===== src/rtl/alu8_pkg.sv =====
// Shared definitions for the alu8 datapath and its round-robin scheduler.
// Opcodes, flag bit positions and scheduler FSM encoding.
package alu8_pkg;

    localparam logic [2:0] OP_ADD  = 3'b000;
    localparam logic [2:0] OP_SUB  = 3'b001;
    localparam logic [2:0] OP_AND  = 3'b010;
    localparam logic [2:0] OP_OR   = 3'b011;
    localparam logic [2:0] OP_XOR  = 3'b100;
    localparam logic [2:0] OP_SHL  = 3'b101;
    localparam logic [2:0] OP_SHR  = 3'b110;
    localparam logic [2:0] OP_PASS = 3'b111;

    localparam int FLG_Z = 0;
    localparam int FLG_C = 1;
    localparam int FLG_V = 2;

    typedef enum logic [1:0] {
        IDLE = 2'd0,
        EXEC = 2'd1,
        RESP = 2'd2
    } state_t;

    typedef struct packed {
        logic [7:0] a;
        logic [7:0] b;
        logic [2:0] op;
    } alu_req_t;

endpackage


===== src/rtl/alu8.sv =====
// 8-bit combinational ALU with Z/C/V flags.
// C is carry, borrow or shifted-out bit; V only on ADD/SUB.
module alu8
    import alu8_pkg::*;
(
    input  logic [7:0] a,
    input  logic [7:0] b,
    input  logic [2:0] op,
    output logic [7:0] y,
    output logic [2:0] flags
);

    logic c;
    logic v;

    always_comb begin
        y = '0;
        c = 1'b0;
        v = 1'b0;
        unique case (op)
            OP_ADD: begin
                {c, y} = {1'b0, a} + {1'b0, b};
                v = (a[7] == b[7]) && (y[7] != a[7]);
            end
            OP_SUB: begin
                y = a - b;
                c = a < b;
                v = (a[7] != b[7]) && (y[7] != a[7]);
            end
            OP_AND: y = a & b;
            OP_OR:  y = a | b;
            OP_XOR: y = a ^ b;
            OP_SHL: begin
                y = {a[6:0], 1'b0};
                c = a[7];
            end
            OP_SHR: begin
                y = {1'b0, a[7:1]};
                c = a[0];
            end
            default: y = a;
        endcase
    end

    assign flags[FLG_Z] = (y == 8'h00);
    assign flags[FLG_C] = c;
    assign flags[FLG_V] = v;

endmodule


===== src/rtl/alu8_rr_arb.sv =====
// Combinational round-robin pick: first valid requester at or after ptr.
// Returns one-hot grant, its index, and whether anything was picked.
module alu8_rr_arb #(
    parameter int NREQ = 2,
    parameter int ID_W = 2
) (
    input  logic [NREQ-1:0] req,
    input  logic [ID_W-1:0] ptr,
    output logic [NREQ-1:0] grant,
    output logic [ID_W-1:0] gid,
    output logic            any
);

    logic [2*NREQ-1:0] dbl;
    logic [NREQ-1:0]   rot;
    logic [ID_W:0]     sum;

    always_comb begin
        dbl = {req, req} >> ptr;
        rot = dbl[NREQ-1:0];
        sum = '0;
        any = 1'b0;
        // walk downward so the lowest rotated offset is the final winner
        for (int k = NREQ - 1; k >= 0; k--) begin
            if (rot[k]) begin
                sum = {1'b0, ptr} + (ID_W+1)'(k);
                any = 1'b1;
            end
        end
        if (sum >= (ID_W+1)'(NREQ))
            sum = sum - (ID_W+1)'(NREQ);
        gid = sum[ID_W-1:0];
        grant = '0;
        for (int j = 0; j < NREQ; j++)
            grant[j] = any && (gid == ID_W'(j));
    end

endmodule


===== src/rtl/alu8_arb.sv =====
// Round-robin scheduler sharing one alu8 among NREQ requesters.
// Optional per-requester grant counters under ALU8_ARB_STATS_EN.
module alu8_arb
    import alu8_pkg::*;
#(
    parameter int NREQ = 2,
    parameter int ID_W = 2
) (
    input  logic              clk,
    input  logic              rst_n,
    input  logic [NREQ-1:0]   req_valid,
    output logic [NREQ-1:0]   req_ready,
    input  logic [NREQ*8-1:0] req_a,
    input  logic [NREQ*8-1:0] req_b,
    input  logic [NREQ*3-1:0] req_op,
    output logic              rsp_valid,
    input  logic              rsp_ready,
    output logic [ID_W-1:0]   rsp_id,
    output logic [7:0]        rsp_y,
    output logic [2:0]        rsp_flags
`ifdef ALU8_ARB_STATS_EN
    ,
    output logic [NREQ*16-1:0] grant_cnt
`endif
);

    state_t          state;
    logic [ID_W-1:0] rr_ptr;
    logic [ID_W-1:0] gid;
    logic [ID_W-1:0] nxt_ptr;
    logic [ID_W-1:0] lat_id;
    logic [NREQ-1:0] grant;
    logic            any;
    logic            accept;
    alu_req_t        sel;
    alu_req_t        lat;
    logic [7:0]      y;
    logic [2:0]      flags;

    alu8_rr_arb #(
        .NREQ (NREQ),
        .ID_W (ID_W)
    ) u_arb (
        .req   (req_valid),
        .ptr   (rr_ptr),
        .grant (grant),
        .gid   (gid),
        .any   (any)
    );

    alu8 u_alu (
        .a     (lat.a),
        .b     (lat.b),
        .op    (lat.op),
        .y     (y),
        .flags (flags)
    );

    assign req_ready = (rst_n && state == IDLE) ? grant : '0;
    assign accept    = (state == IDLE) && any;
    assign nxt_ptr   = (gid == ID_W'(NREQ - 1)) ? '0 : gid + ID_W'(1);

    always_comb begin
        sel = '0;
        for (int j = 0; j < NREQ; j++) begin
            if (gid == ID_W'(j)) begin
                sel.a  = req_a[8*j +: 8];
                sel.b  = req_b[8*j +: 8];
                sel.op = req_op[3*j +: 3];
            end
        end
    end

    always_ff @(posedge clk) begin
        if (!rst_n) begin
            state     <= IDLE;
            rr_ptr    <= '0;
            lat       <= '0;
            lat_id    <= '0;
            rsp_valid <= 1'b0;
            rsp_id    <= '0;
            rsp_y     <= '0;
            rsp_flags <= '0;
        end else begin
            unique case (state)
                IDLE: if (accept) begin
                    lat    <= sel;
                    lat_id <= gid;
                    rr_ptr <= nxt_ptr;
                    state  <= EXEC;
                end
                EXEC: begin
                    rsp_y     <= y;
                    rsp_flags <= flags;
                    rsp_id    <= lat_id;
                    rsp_valid <= 1'b1;
                    state     <= RESP;
                end
                RESP: if (rsp_ready) begin
                    rsp_valid <= 1'b0;
                    state     <= IDLE;
                end
                default: state <= IDLE;
            endcase
        end
    end

`ifdef ALU8_ARB_STATS_EN
    always_ff @(posedge clk) begin
        if (!rst_n) begin
            grant_cnt <= '0;
        end else begin
            for (int j = 0; j < NREQ; j++) begin
                if (req_ready[j] && req_valid[j] &&
                    grant_cnt[16*j +: 16] != 16'hFFFF)
                    grant_cnt[16*j +: 16] <= grant_cnt[16*j +: 16] + 16'd1;
            end
        end
    end
`endif

endmodule


===== config.mk =====
export PLATFORM = sky130hd
export DESIGN_NAME = alu8_arb
export DESIGN_NICKNAME = d
export VERILOG_FILES = /design/src/rtl/alu8_pkg.sv /design/src/rtl/alu8.sv /design/src/rtl/alu8_rr_arb.sv /design/src/rtl/alu8_arb.sv
export SDC_FILE = /design/constraint.sdc
export NUM_CORES = 1
export LEC_CHECK = 0
export ABC_AREA = 0
export CAP_MARGIN = 30
export CORE_MARGIN = 2
export CORE_UTILIZATION = 55
export CTS_BUF_LIST = sky130_fd_sc_hd__clkbuf_4
export DETAILED_ROUTE_END_ITERATION = 16
export GPL_ROUTABILITY_DRIVEN = 0
export HOLD_SLACK_MARGIN = 0.03
export PLACE_DENSITY = 0.88
export SETUP_SLACK_MARGIN = 0.5
export SYNTH_ARGS = -nofsm -noshare
export SYNTH_HDL_FRONTEND = slang
export SYNTH_HIERARCHICAL = 1
export SYNTH_SLANG_ARGS = --single-unit

===== constraint.sdc =====
create_clock -name clk -period 3.4 [get_ports clk]
set_clock_uncertainty 0.1 [all_clocks]
set_input_delay 1.02 -clock clk [delete_from_list [all_inputs] [get_ports clk]]
set_output_delay 1.02 -clock clk [all_outputs]
set_load 0.005 [all_outputs]

# --- Word-level counts from Yosys, hierarchy flattened ---
# Index checks and enable logic that the tools add are counted.
op_classes:
  add_sub_neg: 5
  magnitude_cmp: 2
  eq_ne: 15
  n_shift: 1
  muxes: 17
  bitwise_logic: 3
  n_reduce_logical: 14
ops:
  columns: ["operator", "n"]
  rows:
  - ["$pmux 8 s7", 1]
  - ["$mux 19", 2]
  - ["$mux 2", 5]
  - ["$add 8x8->9", 1]
  - ["$eq 3x3->1 const B", 3]
  - ["$and 8x8->8", 1]
  - ["$logic_not 8->1", 1]
  - ["$lt 8x8->1", 1]
  - ["$or 8x8->8", 1]
  - ["$sub 8x8->8", 1]
  - ["$xor 8x8->8", 1]
  - ["$eq 3x2->1 const B", 2]
  - ["$logic_and 1x1->1", 6]
  - ["$mux 3", 2]
  - ["$pmux 2 s3", 1]
  - ["$reduce_and 2->1", 3]
  - ["$eq 2x1->1 const B", 2]
  - ["$logic_not 2->1", 2]
  - ["$ne 2x2->1 const B", 2]
  - ["$pmux 1 s2", 2]
  - ["$pmux 1 s4", 1]
  - ["$shr 4x2->2", 1]
  - ["$add 2x1->3 const B", 1]
  - ["$eq 3x1->1 const B", 1]
  - ["9 further kinds", 13]
totals:
  register_bits: 39
  in_bits: 43
  output_inout_bits: 16
  wordCells: 67

# --- Depth between registers and ports, before layout ---
# Gate-level depths: netlist of run 1.
depth:
  word_depth: 8
  ltp_mapped: 12
  depth_no_buf: 11

# --- Hierarchy ---
# The synthesis of run 1 kept the hierarchy.
modules_own_cells:
  columns: ["module", "instances", "cells_per_inst", "area_each_um2", "seq_area_each_um2"]
  rows:
  - ["alu8_arb", 1, 155, 1585.3, 780.7]
  - ["alu8", 1, 208, 1506.4, 0.0]
  - ["alu8_rr_arb", 1, 15, 92.6, 0.0]

# --- Worst setup path before layout of run 1 ---
# No wires, ideal clock.
synth_timing:
  path_kind: "reg2reg"
  from: "register lat[11] in the netlist's numbering"
  to: "register rsp_flags[0]"
  setup_ps: 76
  t_arrival_ps: 2603
  t_required_ps: 3224
  path_slack_ps: 622
  path_stages_with_launch: 12
  path_buffers: 0
  period_less_slack_ps: 2778
  path_cell_list: "dfxtp_1 -> inv_1 -> ha_1 -> fa_1 -> o21bai_2 -> a2111o_1 -> o21ai_0 -> o32a_1 -> or4b_4 -> nor4_2 -> nand2_1 -> a21boi_0"
synth_via:
  elab_chain_cells: 3
  elab_cells_between_ends: 7
  classes_between: "2 x add/sub; 1 x mux; 3 x bitwise; 1 x reduce/logical"
synth_rtl:
  columns: ["element", "line", "rtl"]
  rows:
  - ["start, declared", "alu8_arb.sv:36", "alu_req_t lat;"]
  - ["start signal, assigned", "alu8_arb.sv:87", "lat <= sel;"]
  - ["$sub 8x8->8 / $add 8x8->9 (equally long branches)", "alu8.sv:26, alu8.sv:22", null]
  - ["$pmux 8 s7 *", "alu8.sv:20", "unique case (op)"]
  - ["named net y[4]", "alu8_arb.sv:37", "logic [7:0] y;"]
  - ["$logic_not 8->1 *", "alu8.sv:45", "assign flags[FLG_Z] = (y == 8'h00);"]
  - ["named net flags[0]", "alu8_arb.sv:38", "logic [2:0] flags;"]
  - ["end signal, assigned", "alu8_arb.sv:94", "rsp_flags <= flags;"]
  - ["end, declared", "alu8_arb.sv:20", "output logic [2:0] rsp_flags"]
# Mark *: on every way through the listed nets, which the timed path passes. The rest lies on a longest branch.
# A chain may end at the register's enable or synchronous reset.

# --- Worst setup path after layout of run 1 ---
layout_timing:
  from: "register lat[12] in the netlist's numbering"
  to: "register rsp_flags[0]"
# Same word-level chain as after synthesis.

==> results.tsv, run 1 <==
stage	metric	value	unit
status	status	complete, no violations	
placed_design	post-detail-place hpwl	5850	um
layout	Finished Cell Area	0.00406	mm^2
die	Ports	59	
cts	clock latency on the worst-skew pair	350	ps
sta	final setup vio count	0	
logic_synthesis	Warnings, synthesis	6	
grt	global-route wire length before repair	13100	um
sta	max frequency	0.347	GHz
logic_synthesis	cell taking the most area after synthesis	dfxtp_1	
logic_synthesis	share of Yosys cell area claimed by the top area cell type	24.5	%
cts	H-tree levels	2	
placed_design	IO Port Bufs	58	
grt	pin count of the biggest net entering global routing	24	
cts	CTS Buffer Depth	2	
sta	Pins Over Slew Limit	0	
setup_path	Worst setup SP type	flop	
logic_synthesis	Syn Nets	448	
logic_synthesis	Seq cells post-synth	39	
layout	fin util	73.4	%
cts	Clk Tree Root Cell	clkbuf_4	
cts	CTS tree	yes	
setup_path	crit end category	flop	
die	CORE AREA	0.00554	mm^2
setup_path	worst path required time	3590	ps
setup_path	CP max FO	7	
die	FP Rows	27	
placed_design	Placed Area	0.00376	mm^2
detailed_routing	Detail Route Antenna Nets	0	
logic_synthesis	Mapped Cells	378	
cts	count of clock tree sinks	39	
sta	fin crit share	84.8	%
job	# Max-Cap Violations	0	
logic_synthesis	Commonest cells post-synth	41 x nand2_1, 39 x dfxtp_1, 27 x inv_1	
sta	RSZ-0062 raised after global routing	true	
detailed_routing	drt drc	0	
sta	Max transition margin	42.4	%
logic_synthesis	top-count cell post-synth	nand2_1	
grt	GR Util All Layers	25.7	%
logic_synthesis	Post-synth ARST share	0	%
sta	Setup TNS	0	ps
detailed_routing	routed vias	3179	
power_and_ir_drop	P per Cell Area	388	mW/mm^2
logic_synthesis	post-synthesis sequential area ratio	24.5	%
die	Die X	80.1	um
setup_path	reg2reg setup slack	520	ps
detailed_routing	Post-Route WL	8780	um
grt	antenna violations before repair	0	
logic_synthesis	most common flop cell mapped by yosys	dfxtp_1	
sta	Period minus WS final	2880	ps
worst_hold_path	worst min path class	reg2reg	
detailed_routing	vias per cell	6.26	
sta	final hold violations	0	
logic_synthesis	post-synthesis instance area	0.00318	mm^2
logic_synthesis	Synth cell types	64	
cts	Hold-fix buffers, CTS	0	
die	Die ar.	0.00641	mm^2
die	Chip Height	80.1	um
setup_path	Setup Crit Path Kind	reg2reg	
power_and_ir_drop	Max IR drop VDD	0.215	mV
grt	global route overflow	0	
grt	vias in the first global route	2834	
sta	WHS	365	ps
sta	actual slew at the worst max-slew pin	863	ps
detailed_routing	DR iter-0 viols	395	
power_and_ir_drop	Leak	0.00155	uW
layout	NumNets Final	505	
setup_path	critical path arrival	3080	ps
die	Starting Density	57.5	%
layout	P&R area growth vs syn	27.6	%
cts	number of buffers created by CTS	5	
detailed_routing	WL/cell	17.3	um
cts	clock-pin slew on the worst setup and hold paths	130	ps
detailed_routing	First-pass DRT Iterations	6	
layout	share of layout cells above drive strength 1	18.8	%
logic_synthesis	Avg Inst Size Synth	8.42	um^2
power_and_ir_drop	total power	1580	uW
logic_synthesis	Synth area leaders	dfxtp_1 25%, ha_1 9.8%, mux2i_1 7.5%	
logic_synthesis	Post-synth EDFFs	0	
layout	n_diodes	0	
## per-layer routing
layer  global-route usage [%]  part of all wire (%)  vias up  wire, um
met3                     3.26                   8.6       35       757
met1                     33.5                    39     1478      3410
met4                     10.3                   3.0        0       265
li1                         -                     -     1469         -
met2                     42.9                    49      197      4350
met5                        0                     0        -         0
## through the flow
step	std cells	setup WS, ps
6_report	508	517
3_3_place_gp	493	-96.4
2_1_floorplan	378	622
5_1_grt	508	428
4_1_cts	504	502
3_5_place_dp	493	-174
## final cells by class
class / count / area (um^2)
repair buffers: 74 / 686
flip-flops and latches: 39 / 806
clock buffers: 5 / 37.5
fillers: 425 / 1480
clock inverters: 3 / 43.8
well taps: 72 / 90.1
inverters: 27 / 101
multi-input cells: 288 / 2300
## final timing paths
kind | startpoint | endpoint | cells past startpoint
worst max-delay path | lat[12] | rsp_flags[0] | 10
worst min-delay path | rsp_flags[0] | rsp_flags[0] | 2
worst max register to register | lat[12] | rsp_flags[0] | 10
worst min register to register | rsp_flags[0] | rsp_flags[0] | 2
## layout by cell type (no fill, tap or decap), types with 4 or more instances in the layout
cell type	count
nand2b_1	6
ha_4	4
buf_4	16
a31oi_1	4
nand3_1	6
ha_1	18
and3_1	4
inv_1	26
clkbuf_4	5
dfxtp_2	11
mux2i_1	24
nor2b_1	13
o2bb2ai_1	19
nand2_1	41
dfxtp_1	25
a21boi_0	13
nor2_1	17
a21oi_1	17
nor3b_1	5
o21ai_0	14
clkdlybuf4s50_1	53
a22oi_1	4
## kinds of logic (layout without fill, tap and decap cells)
family                   count (synthesis)  in the layout  share of synthesized area, %
buffers and inverters                   51            109                          8.25
multiplexers                            31             31                          11.1
AO/OA/AOI/OAI                          110            110                          25.0
flip-flops                              39             39                          24.5
XOR/XNOR                                 2              2                         0.550
AND/OR/NAND/NOR                        118            118                          19.5
adder cells (fa/ha/maj)                 27             27                          11.1
## flip-flops by register name, indices dropped and copies added, names as in the netlist
signal / count
rr_ptr: 2
rsp_flags: 3
rsp_id: 2
rsp_valid: 1
lat: 19
rsp_y: 8
lat_id: 2
state: 2
## critical path, stage by stage, from the launching register on
cell      delay, ps
dfxtp_4         430
inv_1           130
fa_2            460
xor2_1          180
a221oi_1        330
a22oi_1         190
nor2_1          140
or4b_4          490
nor4_4          140
nand2_1          80
a21boi_1        150
## power breakdown
| part | switching (uW) | internal [uW] |
|---|---|---|
| registers | 68.6 | 500 |
| logic | 349 | 336 |
| clock network | 169 | 155 |
## repair_timing
item / 4_1_cts / 5_1_grt
setup buffers: 3 / 4
pin swaps: 6 / 10
endpoints found under the hold margin: 0 / 0
gates resized for setup: 32 / 35
setup endpoints to repair: 3 / 5
(Power assumes the default switching activity.)
==> run 2, diff against run 1 <==
Settings changed: CORE_UTILIZATION 55 to 49, PLACE_DENSITY 0.88 to 0.84.
Clock period 3.4 ns to 2.65 ns, I/O delays scaled along.
==> run 2 against run 1 <==
Effect of this change:
- the flow now finishes with violations (setup timing)
- global-route usage up 4.0 points
- cell area up 20%
- clock power up 2%
- wire length up 39%
- clock-buffer cell count unchanged
==> results.tsv, run 2 (synthesis gave the netlist of run 1 again) <==
stage	metric	value	unit
power_and_ir_drop	switch share	40.0	%
layout	n_diodes	0	
layout	largest registers	lat: 19 flops, rsp_y: 8 flops, rsp_flags: 3 flops	
die	Starting Density	50.4	%
cts	Hold-fix buffers, CTS	0	
status	failing checks	setup timing	
detailed_routing	Detail Route Antenna Nets	0	
setup_path	critical path arrival	3020	ps
power_and_ir_drop	Max IR drop VDD	0.308	mV
layout	P&R area growth vs syn	53.2	%
die	Ports	59	
die	FP Rows	29	
power_and_ir_drop	Leak	0.00200	uW
cts	clock latency on the worst-skew pair	370	ps
detailed_routing	routed vias	3717	
status	status	finished with violations	
setup_path	Critical Path Max Stage Delay	540	ps
layout	Post-Layout Cell Count	573	
grt	GR Util All Layers	29.7	%
cts	H-tree levels	2	
sta	Final WS setup	-153	ps
setup_path	cells on worst reg2reg path	10	
layout	most common cell after layout, fill and taps aside	buf_4	
sta	RSZ-0062 raised after global routing	true	
cts	Clk Tree Root Cell	clkbuf_4	
sta	WHS	365	ps
power_and_ir_drop	sequential share of power	29.7	%
detailed_routing	WL/cell	21.3	um
sta	Period minus WS final	2800	ps
setup_path	Worst setup SP type	flop	
sta	Pins Over Slew Limit	0	
detailed_routing	First-pass DRT Iterations	6	
power_and_ir_drop	P per Cell Area	490	mW/mm^2
power_and_ir_drop	sw power	957	uW
detailed_routing	DR WL met3	1240	um
cts	count of clock tree sinks	39	
layout	fillcell total	379	
placed_design	post-detail-place hpwl	6650	um
setup_path	worst path required time	2870	ps
cts	CTS tree	yes	
layout	share of layout cells above drive strength 1	39.9	%
layout	NumNets Final	565	
setup_path	cells along the critical path	buf_4, ha_1, mux2i_1, a221oi_1, a21o_1, o32a_1, or4b_4, nor4_2, nand2_1, a21boi_1	
detailed_routing	Post-Route WL	12200	um
cts	clock-pin slew on the worst setup and hold paths	140	ps
sta	actual slew at the worst max-slew pin	950	ps
detailed_routing	DR iter-0 viols	502	
sta	final setup vio count	2	
grt	antenna violations before repair	0	
grt	pin count of the biggest net entering global routing	23	
layout	Reg with most FFs	lat	
layout	max FFs per register	19	
sta	fin crit share	106	%
sta	final hold violations	0	
sta	Setup TNS	-213	ps
setup_path	CP max FO	6	
layout	fin util	77.3	%
detailed_routing	M1 wire length	4580	um
power_and_ir_drop	internal power	1430	uW
die	CORE AREA	0.00631	mm^2
die	Die ar.	0.00716	mm^2
grt	vias in the first global route	3389	
power_and_ir_drop	Clk network pwr share	13.9	%
job	# Max-Cap Violations	0	
power_and_ir_drop	Combinational Power Share	56.5	%
setup_path	Setup Crit Path Kind	reg2reg	
placed_design	# placed instances	542	
grt	global-route wire length before repair	17000	um
layout	most frequent cells in the layout	68 x buf_4, 48 x clkdlybuf4s50_1, 41 x nand2_1	
setup_path	crit end category	flop	
grt	global route overflow	0	
cts	CTS Buffer Depth	2	
detailed_routing	top routing layer used	met4	
detailed_routing	vias per cell	6.49	
detailed_routing	Met2 Wirelength	5740	um
sta	Max transition margin	36.5	%
setup_path	Crit-path slowest cell	or4b_4	
die	Chip Height	84.6	um
die	Die X	84.6	um
placed_design	IO Port Bufs	58	
detailed_routing	drt drc	0	
worst_hold_path	worst hold stages	2	
worst_hold_path	worst min path class	reg2reg	
cts	number of buffers created by CTS	5	
sta	max frequency	0.357	GHz
power_and_ir_drop	total power	2390	uW
-- run 2: changes by cell type in the layout (fill, tap and decap cells not counted), moves of 8 or more --
cell      before  now
buf_4         16   68
a21boi_0      13    5
dfxtp_2       11   21
dfxtp_1       25   11
-- run 2: what timing repair did --
| action | 4_1_cts | 5_1_grt |
|---|---|---|
| setup buffers | 10 | 13 |
| resized for setup | 84 | 54 |
| pin swaps | 22 | 18 |
| setup endpoints to repair | 31 | 44 |
-- run 2: layout make-up --
class                   instances  area, um^2  share of cell area (%)
clock buffers                   5        37.5                   0.769
clock inverters                 3        18.8                   0.385
multi-input cells             288        2600                    53.4
inverters                      27         101                    2.08
repair buffers                134        1190                    24.3
well taps                      77        96.3                    1.97
flip-flops and latches         39         833                    17.1
-- run 2: stage by stage --
step,setup WS (ps),cell area [um^2]
global route,-255,4880
global placement,-394,4200
floorplan,-52.2,3270
detailed placement,-437,4200
CTS,-65.2,4610
finish,-153,4880
-- run 2: power by group through the flow --
stage / Clock [uW] / Sequential [uW] / Combinational [uW]
4_1_cts: 334 / 701 / 1110
5_1_grt: 354 / 717 / 1410
2_1_floorplan: 0 / 698 / 595
3_3_place_gp: 0 / 709 / 898
6_report: 331 / 709 / 1350
3_5_place_dp: 0 / 712 / 932
-- run 2: per-layer routing --
metal	GRT usage, %	vias to the layer above
met5	0	-
met4	11.1	0
met3	5.80	93
met2	51.1	304
met1	36.5	1744
li1	-	1576
-- run 2: worst paths after layout --
path / slack [ps] / from / to
max reg2reg: -150 / lat[15] / rsp_flags[0]
min: 370 / rsp_flags[1] / rsp_flags[1]
max: -150 / lat[15] / rsp_flags[0]
min reg2reg: 370 / rsp_flags[1] / rsp_flags[1]
-- run 2: worst max-delay path: cells and delay by family, from the launching register on --
family / cells / cell delay, ps
flip-flops: 1 / 380
AO/OA/AOI/OAI: 4 / 850
adder cells (fa/ha/maj): 1 / 330
multiplexers: 1 / 200
buffers and inverters: 1 / 140
AND/OR/NAND/NOR: 3 / 760
==> run 3, diff against run 2 <==
--- a/config.mk
+++ b/config.mk
@@ -12,2 +12,3 @@
 export CTS_BUF_LIST = sky130_fd_sc_hd__clkbuf_4
+export CTS_CLUSTER_SIZE = 14
 export DETAILED_ROUTE_END_ITERATION = 16
==> constraint.sdc (replaced) <==
create_clock -name clk -period 2.65 [get_ports clk]
set_clock_uncertainty 0.1 [all_clocks]
set_input_delay 0.53 -clock clk [delete_from_list [all_inputs] [get_ports clk]]
set_output_delay 0.53 -clock clk [all_outputs]
set_load 0.005 [all_outputs]
==> run 3 against run 2 <==
Effect of this change:
- the run still ends with setup timing left
- worst hold slack about the same
- die area unchanged
- cell area down 2.4%
- wire length down 5.9%
- critical path depth up 1
- via count down 2.8%
- first-iteration DRC count up 17%
- largest power group unchanged
- highest routed layer unchanged
==> results.tsv, run 3 (synthesis gave the netlist of run 1 again) <==
stage	metric	value	unit
placed_design	post-detail-place hpwl	6510	um
detailed_routing	Detail Route Antenna Nets	0	
sta	Setup TNS	-251	ps
placed_design	IO Port Bufs	58	
power_and_ir_drop	Leak	0.00188	uW
sta	Period minus WS final	2900	ps
layout	max FFs per register	19	
detailed_routing	vias per cell	6.42	
die	Die X	84.6	um
cts	count of clock tree sinks	39	
power_and_ir_drop	P per Cell Area	501	mW/mm^2
job	# Max-Cap Violations	0	
setup_path	CP max FO	2	
worst_hold_path	worst min path class	reg2reg	
grt	antenna violations before repair	0	
die	Ports	59	
cts	Hold-fix buffers, CTS	0	
sta	Final WS setup	-251	ps
detailed_routing	DR iter-0 viols	586	
layout	most frequent cells in the layout	54 x clkdlybuf4s50_1, 54 x buf_4, 41 x nand2_1	
status	failing checks	setup timing	
placed_design	pre-CTS setup slack	-109	ps
layout	n_diodes	0	
grt	GR Util All Layers	28.9	%
cts	clock-pin slew on the worst setup and hold paths	160	ps
setup_path	Reg2Reg Capture Point	rsp_flags[0]	
power_and_ir_drop	total power	2380	uW
detailed_routing	routed vias	3614	
grt	global-route wire length before repair	16700	um
worst_hold_path	WHS Endpoint	rsp_y[1]	
sta	Pins Over Slew Limit	0	
grt	global route overflow	0	
status	status	finished with violations	
sta	actual slew at the worst max-slew pin	482	ps
layout	P&R area growth vs syn	49.5	%
detailed_routing	drt drc	0	
cts	number of buffers created by CTS	5	
cts	CTS Buffer Depth	2	
detailed_routing	WL/cell	20.4	um
worst_hold_path	hold path startpoint	rsp_y[1]	
die	CORE AREA	0.00631	mm^2
sta	fin crit share	109	%
cts	Clk Tree Root Cell	clkbuf_4	
cts	CTS tree	yes	
setup_path	critical path arrival	3110	ps
sta	final hold violations	0	
layout	Reg with most FFs	lat	
die	Starting Density	50.4	%
layout	fillcell total	399	
sta	final setup vio count	1	
layout	share of layout cells above drive strength 1	33.3	%
setup_path	reg2reg setup slack	-250	ps
setup_path	Worst setup SP type	flop	
grt	vias in the first global route	3472	
setup_path	crit end category	flop	
die	Chip Height	84.6	um
placed_design	Placed Area	0.00413	mm^2
sta	Max transition margin	67.8	%
sta	max frequency	0.345	GHz
setup_path	worst path required time	2850	ps
setup_path	Setup Crit Path Kind	reg2reg	
die	Die ar.	0.00716	mm^2
layout	largest registers	lat: 19 flops, rsp_y: 8 flops, rsp_flags: 3 flops	
die	FP Rows	29	
detailed_routing	Post-Route WL	11500	um
sta	WHS	365	ps
layout	Finished Cell Area	0.00476	mm^2
sta	RSZ-0062 raised after global routing	true	
setup_path	cells on worst reg2reg path	11	
grt	pin count of the biggest net entering global routing	24	
setup_path	worst r2r src	lat[11]	
worst_hold_path	worst hold stages	2	
layout	NumNets Final	555	
detailed_routing	First-pass DRT Iterations	7	
cts	H-tree levels	2	
power_and_ir_drop	Max IR drop VDD	0.338	mV
cts	clock latency on the worst-skew pair	380	ps
==> run 3: worst max-delay path by stage <==
stage	cells after the start	slack, ps	end	start
after floorplan	11	-50	rsp_flags[0]	lat[11]
final	11	-250	rsp_flags[0]	lat[11]
after global placement	11	-70	rsp_flags[0]	lat[11]
after CTS	11	6	rsp_flags[0]	lat[11]
after detailed placement	11	-110	rsp_flags[0]	lat[11]
after global routing	11	-380	rsp_flags[0]	lat[11]
==> run 3: final cells by class <==
cell class	instances	area (um^2)	area share, %
Clock inverter	3	43.8	0.920
Sequential cell	39	818	17.2
Clock buffer	5	37.5	0.788
Timing Repair Buffer	124	1120	23.5
Multi-Input combinational cell	288	2540	53.4
Inverter	27	104	2.18
Tap cell	77	96.3	2.02
==> run 3: stage by stage <==
step,std cells,utilization (%)
after CTS,550,72.4
after detailed placement,533,65.4
after global routing,563,75.4
after floorplan,378,-
after global placement,533,65.4
final,563,75.4
==> run 3: worst max-delay path, cell delays in order (launching register included) <==
cell and delay [ps]:
dfxtp_2 380, inv_2 60, ha_4 170, fa_2 530
nor2b_1 210, o21ai_0 160, a21oi_1 220, nor2_1 90
or4b_4 560, nor4_4 150, nand2_1 80, a21boi_1 150
==> run 3: what timing repair did <==
item / CTS / global route
setup buffers: 9 / 13
resized for setup: 83 / 20
setup endpoints to repair: 12 / 29
endpoints found under the hold margin: 0 / 0
pin swaps: 16 / 22
==> run 3: routing by layer <==
layer / up-vias / wire length, um / track usage, % / share of wire [%]
met2: 278 / 5250 / 49.0 / 46
met3: 86 / 1070 / 3.74 / 9.3
li1: 1573 / - / - / -
met1: 1677 / 4480 / 35.2 / 39
met5: - / 0 / 0 / 0
met4: 0 / 698 / 16.0 / 6.1
==> run 3: power breakdown <==
group / internal, uW / total [uW] / switching (uW)
Combinational: 618 / 1240 / 620
Clock: 199 / 439 / 240
Sequential: 640 / 707 / 67.5
Total: 1460 / 2380 / 927
